[src/rtl/seq_pkg.sv]
// rtl/seq_pkg.sv - shared state encoding and constants for the serial pattern path
//
// Purpose : FSM state enum, default widths and the reference 1011 pattern used
//           by the transmitter and by detector-side logic.
// Ports   : none (package)

package seq_pkg;

    typedef enum logic [1:0] {
        IDLE = 2'd0,
        SEND = 2'd1,
        GAP  = 2'd2,
        DONE = 2'd3
    } seq_state_e;

    localparam int PAT_W_DEF = 4;
    localparam int CNT_W_DEF = 8;
    localparam int GAP_W_DEF = 4;

    localparam logic [3:0] PAT_1011 = 4'b1011;

endpackage

[src/rtl/seq_pattern_tx.sv]
// rtl/seq_pattern_tx.sv - serial pattern transmitter with inter-pattern zero gaps
//
// Purpose : sends a captured PAT_W-bit pattern MSB-first, reps times, with gap
//           zero bits between repetitions and none after the last one.
// Ports   : clk, rst (sync, active-high)
//           start, pattern[PAT_W], reps[CNT_W], gap[GAP_W]  - request, captured in IDLE
//           ser_out, ser_valid                              - serial line and its qualifier
//           pat_end                                         - last bit of each repetition
//           busy                                            - transfer on the line
//           done                                            - one-cycle end-of-transfer pulse
// All outputs come straight from flops; they show the FSM's decision one
// edge after the state that made it.

module seq_pattern_tx
    import seq_pkg::*;
#(
    parameter int PAT_W = PAT_W_DEF,
    parameter int CNT_W = CNT_W_DEF,
    parameter int GAP_W = GAP_W_DEF
) (
    input  logic             clk,
    input  logic             rst,
    input  logic             start,
    input  logic [PAT_W-1:0] pattern,
    input  logic [CNT_W-1:0] reps,
    input  logic [GAP_W-1:0] gap,
    output logic             ser_out,
    output logic             ser_valid,
    output logic             pat_end,
    output logic             busy,
    output logic             done
);

    localparam int BW = (PAT_W > 1) ? $clog2(PAT_W) : 1;
    localparam logic [BW-1:0]    BIT_LAST = BW'(PAT_W - 1);
    localparam logic [CNT_W-1:0] REP_ONE  = CNT_W'(1);
    localparam logic [GAP_W-1:0] GAP_ONE  = GAP_W'(1);

    seq_state_e       state_q, state_d;
    logic [PAT_W-1:0] pat_q, pat_d;
    logic [PAT_W-1:0] shift_q, shift_d;
    logic [BW-1:0]    bit_cnt_q, bit_cnt_d;
    logic [CNT_W-1:0] rep_cnt_q, rep_cnt_d;
    logic [GAP_W-1:0] gap_len_q, gap_len_d;
    logic [GAP_W-1:0] gap_cnt_q, gap_cnt_d;

    logic ser_out_q, ser_out_d;
    logic ser_valid_q, ser_valid_d;
    logic pat_end_q, pat_end_d;
    logic busy_q, busy_d;
    logic done_q, done_d;

    always_comb begin
        state_d     = state_q;
        pat_d       = pat_q;
        shift_d     = shift_q;
        bit_cnt_d   = bit_cnt_q;
        rep_cnt_d   = rep_cnt_q;
        gap_len_d   = gap_len_q;
        gap_cnt_d   = gap_cnt_q;
        ser_out_d   = 1'b0;
        ser_valid_d = 1'b0;
        pat_end_d   = 1'b0;
        busy_d      = 1'b0;
        done_d      = 1'b0;

        case (state_q)
            IDLE: begin
                if (start) begin
                    if (reps != '0) begin
                        pat_d     = pattern;
                        shift_d   = pattern;
                        rep_cnt_d = reps;
                        gap_len_d = gap;
                        bit_cnt_d = BIT_LAST;
                        state_d   = SEND;
                    end else begin
                        state_d = DONE;
                    end
                end
            end

            SEND: begin
                ser_out_d   = shift_q[PAT_W-1];
                ser_valid_d = 1'b1;
                busy_d      = 1'b1;
                shift_d     = shift_q << 1;
                bit_cnt_d   = bit_cnt_q - 1'b1;
                if (bit_cnt_q == '0) begin
                    pat_end_d = 1'b1;
                    rep_cnt_d = rep_cnt_q - 1'b1;
                    if (rep_cnt_q == REP_ONE) begin
                        state_d = DONE;
                    end else if (gap_len_q == '0) begin
                        // back-to-back: next repetition starts on the very next bit
                        shift_d   = pat_q;
                        bit_cnt_d = BIT_LAST;
                    end else begin
                        gap_cnt_d = gap_len_q;
                        state_d   = GAP;
                    end
                end
            end

            GAP: begin
                ser_valid_d = 1'b1;
                busy_d      = 1'b1;
                gap_cnt_d   = gap_cnt_q - 1'b1;
                if (gap_cnt_q == GAP_ONE) begin
                    shift_d   = pat_q;
                    bit_cnt_d = BIT_LAST;
                    state_d   = SEND;
                end
            end

            DONE: begin
                done_d  = 1'b1;
                state_d = IDLE;
            end

            default: begin
                state_d = IDLE;
            end
        endcase
    end

    always_ff @(posedge clk) begin
        if (rst) begin
            state_q     <= IDLE;
            pat_q       <= '0;
            shift_q     <= '0;
            bit_cnt_q   <= '0;
            rep_cnt_q   <= '0;
            gap_len_q   <= '0;
            gap_cnt_q   <= '0;
            ser_out_q   <= 1'b0;
            ser_valid_q <= 1'b0;
            pat_end_q   <= 1'b0;
            busy_q      <= 1'b0;
            done_q      <= 1'b0;
        end else begin
            state_q     <= state_d;
            pat_q       <= pat_d;
            shift_q     <= shift_d;
            bit_cnt_q   <= bit_cnt_d;
            rep_cnt_q   <= rep_cnt_d;
            gap_len_q   <= gap_len_d;
            gap_cnt_q   <= gap_cnt_d;
            ser_out_q   <= ser_out_d;
            ser_valid_q <= ser_valid_d;
            pat_end_q   <= pat_end_d;
            busy_q      <= busy_d;
            done_q      <= done_d;
        end
    end

    assign ser_out   = ser_out_q;
    assign ser_valid = ser_valid_q;
    assign pat_end   = pat_end_q;
    assign busy      = busy_q;
    assign done      = done_q;

endmodule

[config.mk]
export PLATFORM = sky130hd
export DESIGN_NAME = seq_pattern_tx
export DESIGN_NICKNAME = d
export VERILOG_FILES = /design/src/rtl/seq_pkg.sv /design/src/rtl/seq_pattern_tx.sv
export SDC_FILE = /design/constraint.sdc
export NUM_CORES = 1
export LEC_CHECK = 0
export CAP_MARGIN = 25
export CORE_MARGIN = 2
export CORE_UTILIZATION = 45
export DETAILED_ROUTE_END_ITERATION = 8
export PLACE_DENSITY = 0.72
export SLEW_MARGIN = 10
export SYNTH_ARGS = -nofsm -noshare
export SYNTH_HDL_FRONTEND = slang
export SYNTH_SLANG_ARGS = --single-unit
[constraint.sdc]
create_clock -name clk -period 1.8 [get_ports clk]
set_input_delay 0.36 -clock clk [delete_from_list [all_inputs] [get_ports clk]]
set_output_delay 0.36 -clock clk [all_outputs]
set_load 0.05 [all_outputs]
==> After elaboration in Yosys (flattened, before gate mapping) <==
Index checks and enable logic that the tools add are counted.
{ "totals": {"ff_bits": 32, "in_bits": 19, "out_inout_bits": 5, "word_cells": 73} }
{ "classes": {"n_addsub": 3, "n_eq_ne": 12, "mux": 32, "bitwise_logic": 1, "n_reduce_logical": 14} }
{ "op_table": {"columns": ["op", "n"], "rows": [
  ["$mux 4", 9],
  ["$mux 2", 12],
  ["$mux 8", 3],
  ["$pmux 8 s2", 1],
  ["$reduce_and 4->1", 4],
  ["$ne 2x2->1 const B", 6],
  ["$pmux 4 s3", 1],
  ["$eq 8x1->1 const B", 1],
  ["$pmux 2 s4", 1],
  ["$pmux 4 s2", 1],
  ["$reduce_bool 8->1", 1],
  ["$sub 8x1->8 const B", 1],
  ["$pmux 2 s3", 1],
  ["$eq 2x2->1 const B", 2],
  ["$eq 4x1->1 const B", 1],
  ["$logic_not 2->1", 2],
  ["$logic_not 4->1", 1],
  ["$reduce_bool 2->1", 2],
  ["$reduce_or 2->1", 2],
  ["$sub 4x1->4 const B", 1],
  ["$mux 1", 3],
  ["$ne 3x3->1 const B", 1],
  ["$reduce_and 3->1", 1],
  ["$reduce_bool 3->1", 1],
  ["other kinds (3)", 3]
]} }

==> Longest topological paths before layout <==
{ "depth": {"word_depth": 5, "mapped_depth": 7, "depth_no_buf": 6} }

==> Worst setup path before layout <==
Ideal clock, no wire load.
{ "synth_timing": {"path_kind": "reg2reg", "start": "reg state_q[0]", "end": "reg rep_cnt_q[0]", "arrival_ns": 1.718, "required_time_ns": 1.681, "slack_ns": -0.037, "stages_incl_launch_ff": 8, "path_buffers": 1, "synth_period_minus_slack_ns": 1.837, "cell_sequence": "dfxtp_1 > inv_1 > ha_1 > buf_2 > mux2i_1 > a211oi_2 > o22a_1 > o221a_2"} }
{ "synth_between": {"elab_chain_cells": 3, "elab_cells_between_ends": 8} }
{ "synth_lines": {"columns": ["element", "line_no", "text"], "rows": [
  ["start, declared", "seq_pattern_tx.sv:39", "seq_state_e state_q, state_d;"],
  ["start signal, assigned", "seq_pattern_tx.sv:142", "state_q <= state_d;"],
  ["$eq 2x1->1 / $logic_not 2->1 (equally long branches)", "seq_pattern_tx.sv:67", "case (state_q)"],
  ["$ne 2x2->1 (no line) / $reduce_bool 2->1 (equally long branches)", null, null],
  ["$reduce_and 4->1 (no line)", null, null],
  ["end signal, assigned", "seq_pattern_tx.sv:146", "rep_cnt_q <= rep_cnt_d;"],
  ["end, declared", "seq_pattern_tx.sv:43", "logic [CNT_W-1:0] rep_cnt_q, rep_cnt_d;"]
]} }
Several ways; a longest one is shown, not always the timed one.
A chain may end at the register's enable or synchronous reset.

==> Worst setup path after layout <==
{ "layout_timing": {"start": "reg done_q (netlist: done)", "end": "out done"} }
{ "layout_rtl": {"columns": ["element", "line_no", "text"], "rows": [
  ["start, declared", "seq_pattern_tx.sv:51", "logic done_q, done_d;"],
  ["start signal, assigned", "seq_pattern_tx.sv:153", "done_q <= done_d;"],
  ["end, declared", "seq_pattern_tx.sv:31", "output logic done"]
]} }
No word-level cell between the ends.

==> summary.txt <==
Placement
  – GP Congestion: 0.890
  – Post-DP HPWL: 3790 µm
  – Placed inst area: 2460 µm²
  – Setup WS pre-CTS: -208 ps
  – Port Buffers: 23
  – Placed insts: 319

Drt
  – First-pass iteration count of the detailed router: 4
  – WL final: 5230 µm
  – Vias: 1945
  – Avg Vias per Cell: 5.91
  – Routed len/inst: 15.9 µm
  – Antenna Nets Post-Route: 0
  – DRC viols: 0
  – Starting DRT DRC Count: 156

Synth
  – Number of flops mapped to enable cells by yosys: 0
  – Sequential area share after synthesis: 31.9%
  – #FFs+latches synth: 32
  – Net count after synthesis: 260
  – Mapped Area: 2010 µm²
  – Synth Flop Type: dfxtp_1
  – Gate Count Post-Synth: 229
  – Distinct cell type count after synthesis: 52
  – Post-synth ARST share: 0%
  – Avg Cell Area, Syn: 8.77 µm²
  – Synthesis Warnings: 0

Setup path
  – CP bufs+invs: 1
  – Kind of critical path: register to primary output
  – CP max FO: 1
  – CP arrival: 1400 ps
  – CP cell instances: clkdlybuf4s50_1
  – Reg2reg setup slack: 70 ps
  – Slowest stage cell, crit path: clkdlybuf4s50_1
  – Crit path required time: 1440 ps
  – Crit path capture type: primary output
  – Delay-heaviest family, CP: buffers and inverters
  – Crit start category: register
  – Worst R2R Start: rep_cnt_q[1]
  – CP max stage delay: 790 ps
  – Critical Path Start: done

STA
  – Max-slew violations: 0
  – Final hold vios: 0
  – Final setup fails: 0
  – Min cycle time layout: 1760 ps
  – Clock Skew: 6.77 ps
  – Fin crit share: 97.5%
  – Setup WS post-layout: 44.7 ps
  – Max_slew headroom: 66.5%
  – Hold Slack: 453 ps
  – Fmax: 570 MHz
  – Worst-Margin Slew: 502 ps
  – Unrepaired setup endpoints after global routing: true
  – Setup TNS Final: 0 ps

Run status
  – Status: complete, no violations

Power
  – Leak Pwr: 0.00102 µW
  – Pwr dens: 1670 nW/µm²
  – Worst vdd ir: 0.000756 V

Finish
  – Final std cells w/o fill: 329
  – Area growth, synth to finish: 30.5%
  – Antenna diode count: 0
  – Nets@finish: 307
  – Design Area, Final: 2620 µm²
  – Area occupied by multi-input gates: 1290 µm²
  – Fillers: 376
  – Storage cell area: 642 µm²
  – Layout cells sized above 1: 24.2%

GRT
  – First-pass GRT wire length: 8630 µm
  – Largest net degree at the start of global routing: 19
  – Initial antenna violation count: 0
  – Vias in the first global route: 1827
  – Gr ovfl total: 0
  – GRT Util Overall: 21.3%

Clock tree
  – CTS Hold Bufs: 0
  – CTS buffer count: 5
  – Worst skew pair latency: 280 ps
  – Clock transition at path regs: 70 ps
  – CTS H-tree lvls: 2
  – CTS tree: done
  – Clock sink count: 32
  – Clk buf depth: 2
  – Clk root buf: clkbuf_8

Die
  – Initial core utilization: 46.4%
  – Num rows: 24
  – Die Y: 70.8 µm
  – Io pins: 24
  – Die area: 5010 µm²
  – Die X-Extent: 70.8 µm
  – Core Region: 4320 µm²

Job
  – Max_cap viols: 0

Worst hold path
  – Hold path startpoint: shift_q[3]
  – HP Class: register to register
-- placed cells by master, fill, tap and decap left out, types with 5 or more instances in the layout --
cell type        count
nor2_1              16
nand3_1              5
dfxtp_1             31
a21oi_1             13
buf_4               33
mux2i_1              9
nand2_1             21
a211oi_1            11
clkdlybuf4s50_1     19
clkbuf_8             6
ha_1                10
o32ai_1              7
inv_1               17
-- state kept, by name, summed over array words and instances, names as in the netlist --
name       cells
rep_cnt_q      8
gap_cnt_q      4
gap_len_q      4
pat_q          4
shift_q        4
bit_cnt_q      2
state_q        2
busy           1
done           1
pat_end        1
ser_out        1
-- cells in the mapped netlist (3+ instances only) --
library cell  count  area [µm²]
inv_1            17        63.8
buf_2             3        15.0
nor3b_1           3        22.5
a21oi_1          13        65.1
clkbuf_1          8        30.0
nor3_1            4        20.0
and3_1            3        18.8
dfxtp_1          32         641
o22ai_1           4        25.0
nand2_1          21        78.8
a211oi_1         13        97.6
o2111ai_1         3        26.3
a311oi_1          4        35.0
nor2b_1           4        25.0
o32ai_1           9        78.8
nor2_1           16        60.1
mux2i_1          10         100
nand3_1           5        25.0
ha_1             12         150
o22a_1            4        35.0
-- area by class of cell --
type	count	share of cell area, %
repair buffers	54	17.9
well taps	52	2.48
multi-input cells	166	49.2
flip-flops and latches	32	24.5
clock buffers	8	3.44
inverters	17	2.44
-- power by group --
part           internal [µW]  switching, µW  leakage (µW)
sequential               921            185      0.000263
clock                    312            261     0.0000455
combinational           1220           1490      0.000707
-- kinds of logic after synthesis --
logic type,synth area share (%)
AOI/OAI and AO/OA,29.5
adders and majority gates,7.48
buffers and inverters,6.54
DFF,31.9
muxes,4.98
and+or+nand+nor,19.6
-- through the flow --
step           utilization, %  power (µW)
6_report                 60.6        4380
5_1_grt                  60.6        4700
4_1_cts                  59.1        4240
3_5_place_dp             56.9        3650
3_3_place_gp             56.9        3610
2_1_floorplan               -        2810
-- final timing paths --
check                      end  cells past startpoint
setup / recovery          done                      1
hold / removal         ser_out                      2
setup reg to reg  gap_cnt_q[3]                      8
hold reg to reg        ser_out                      2
-- timing repair --
action                     in CTS  in global routing
buffers inserted                0                  2
hold endpoints to repair        0                  0
setup endpoints to repair       1                 16
gates resized for setup         1                 11
pin swaps                       0                  7
-- metal layers --
metal	global-route usage, %	up-vias	routed length, µm
li1	-	958	-
met1	29.9	926	2370
met5	0	-	0
met4	6.08	0	52
met3	3.85	7	295
met2	33.5	54	2510
(Power assumes the default switching activity.)
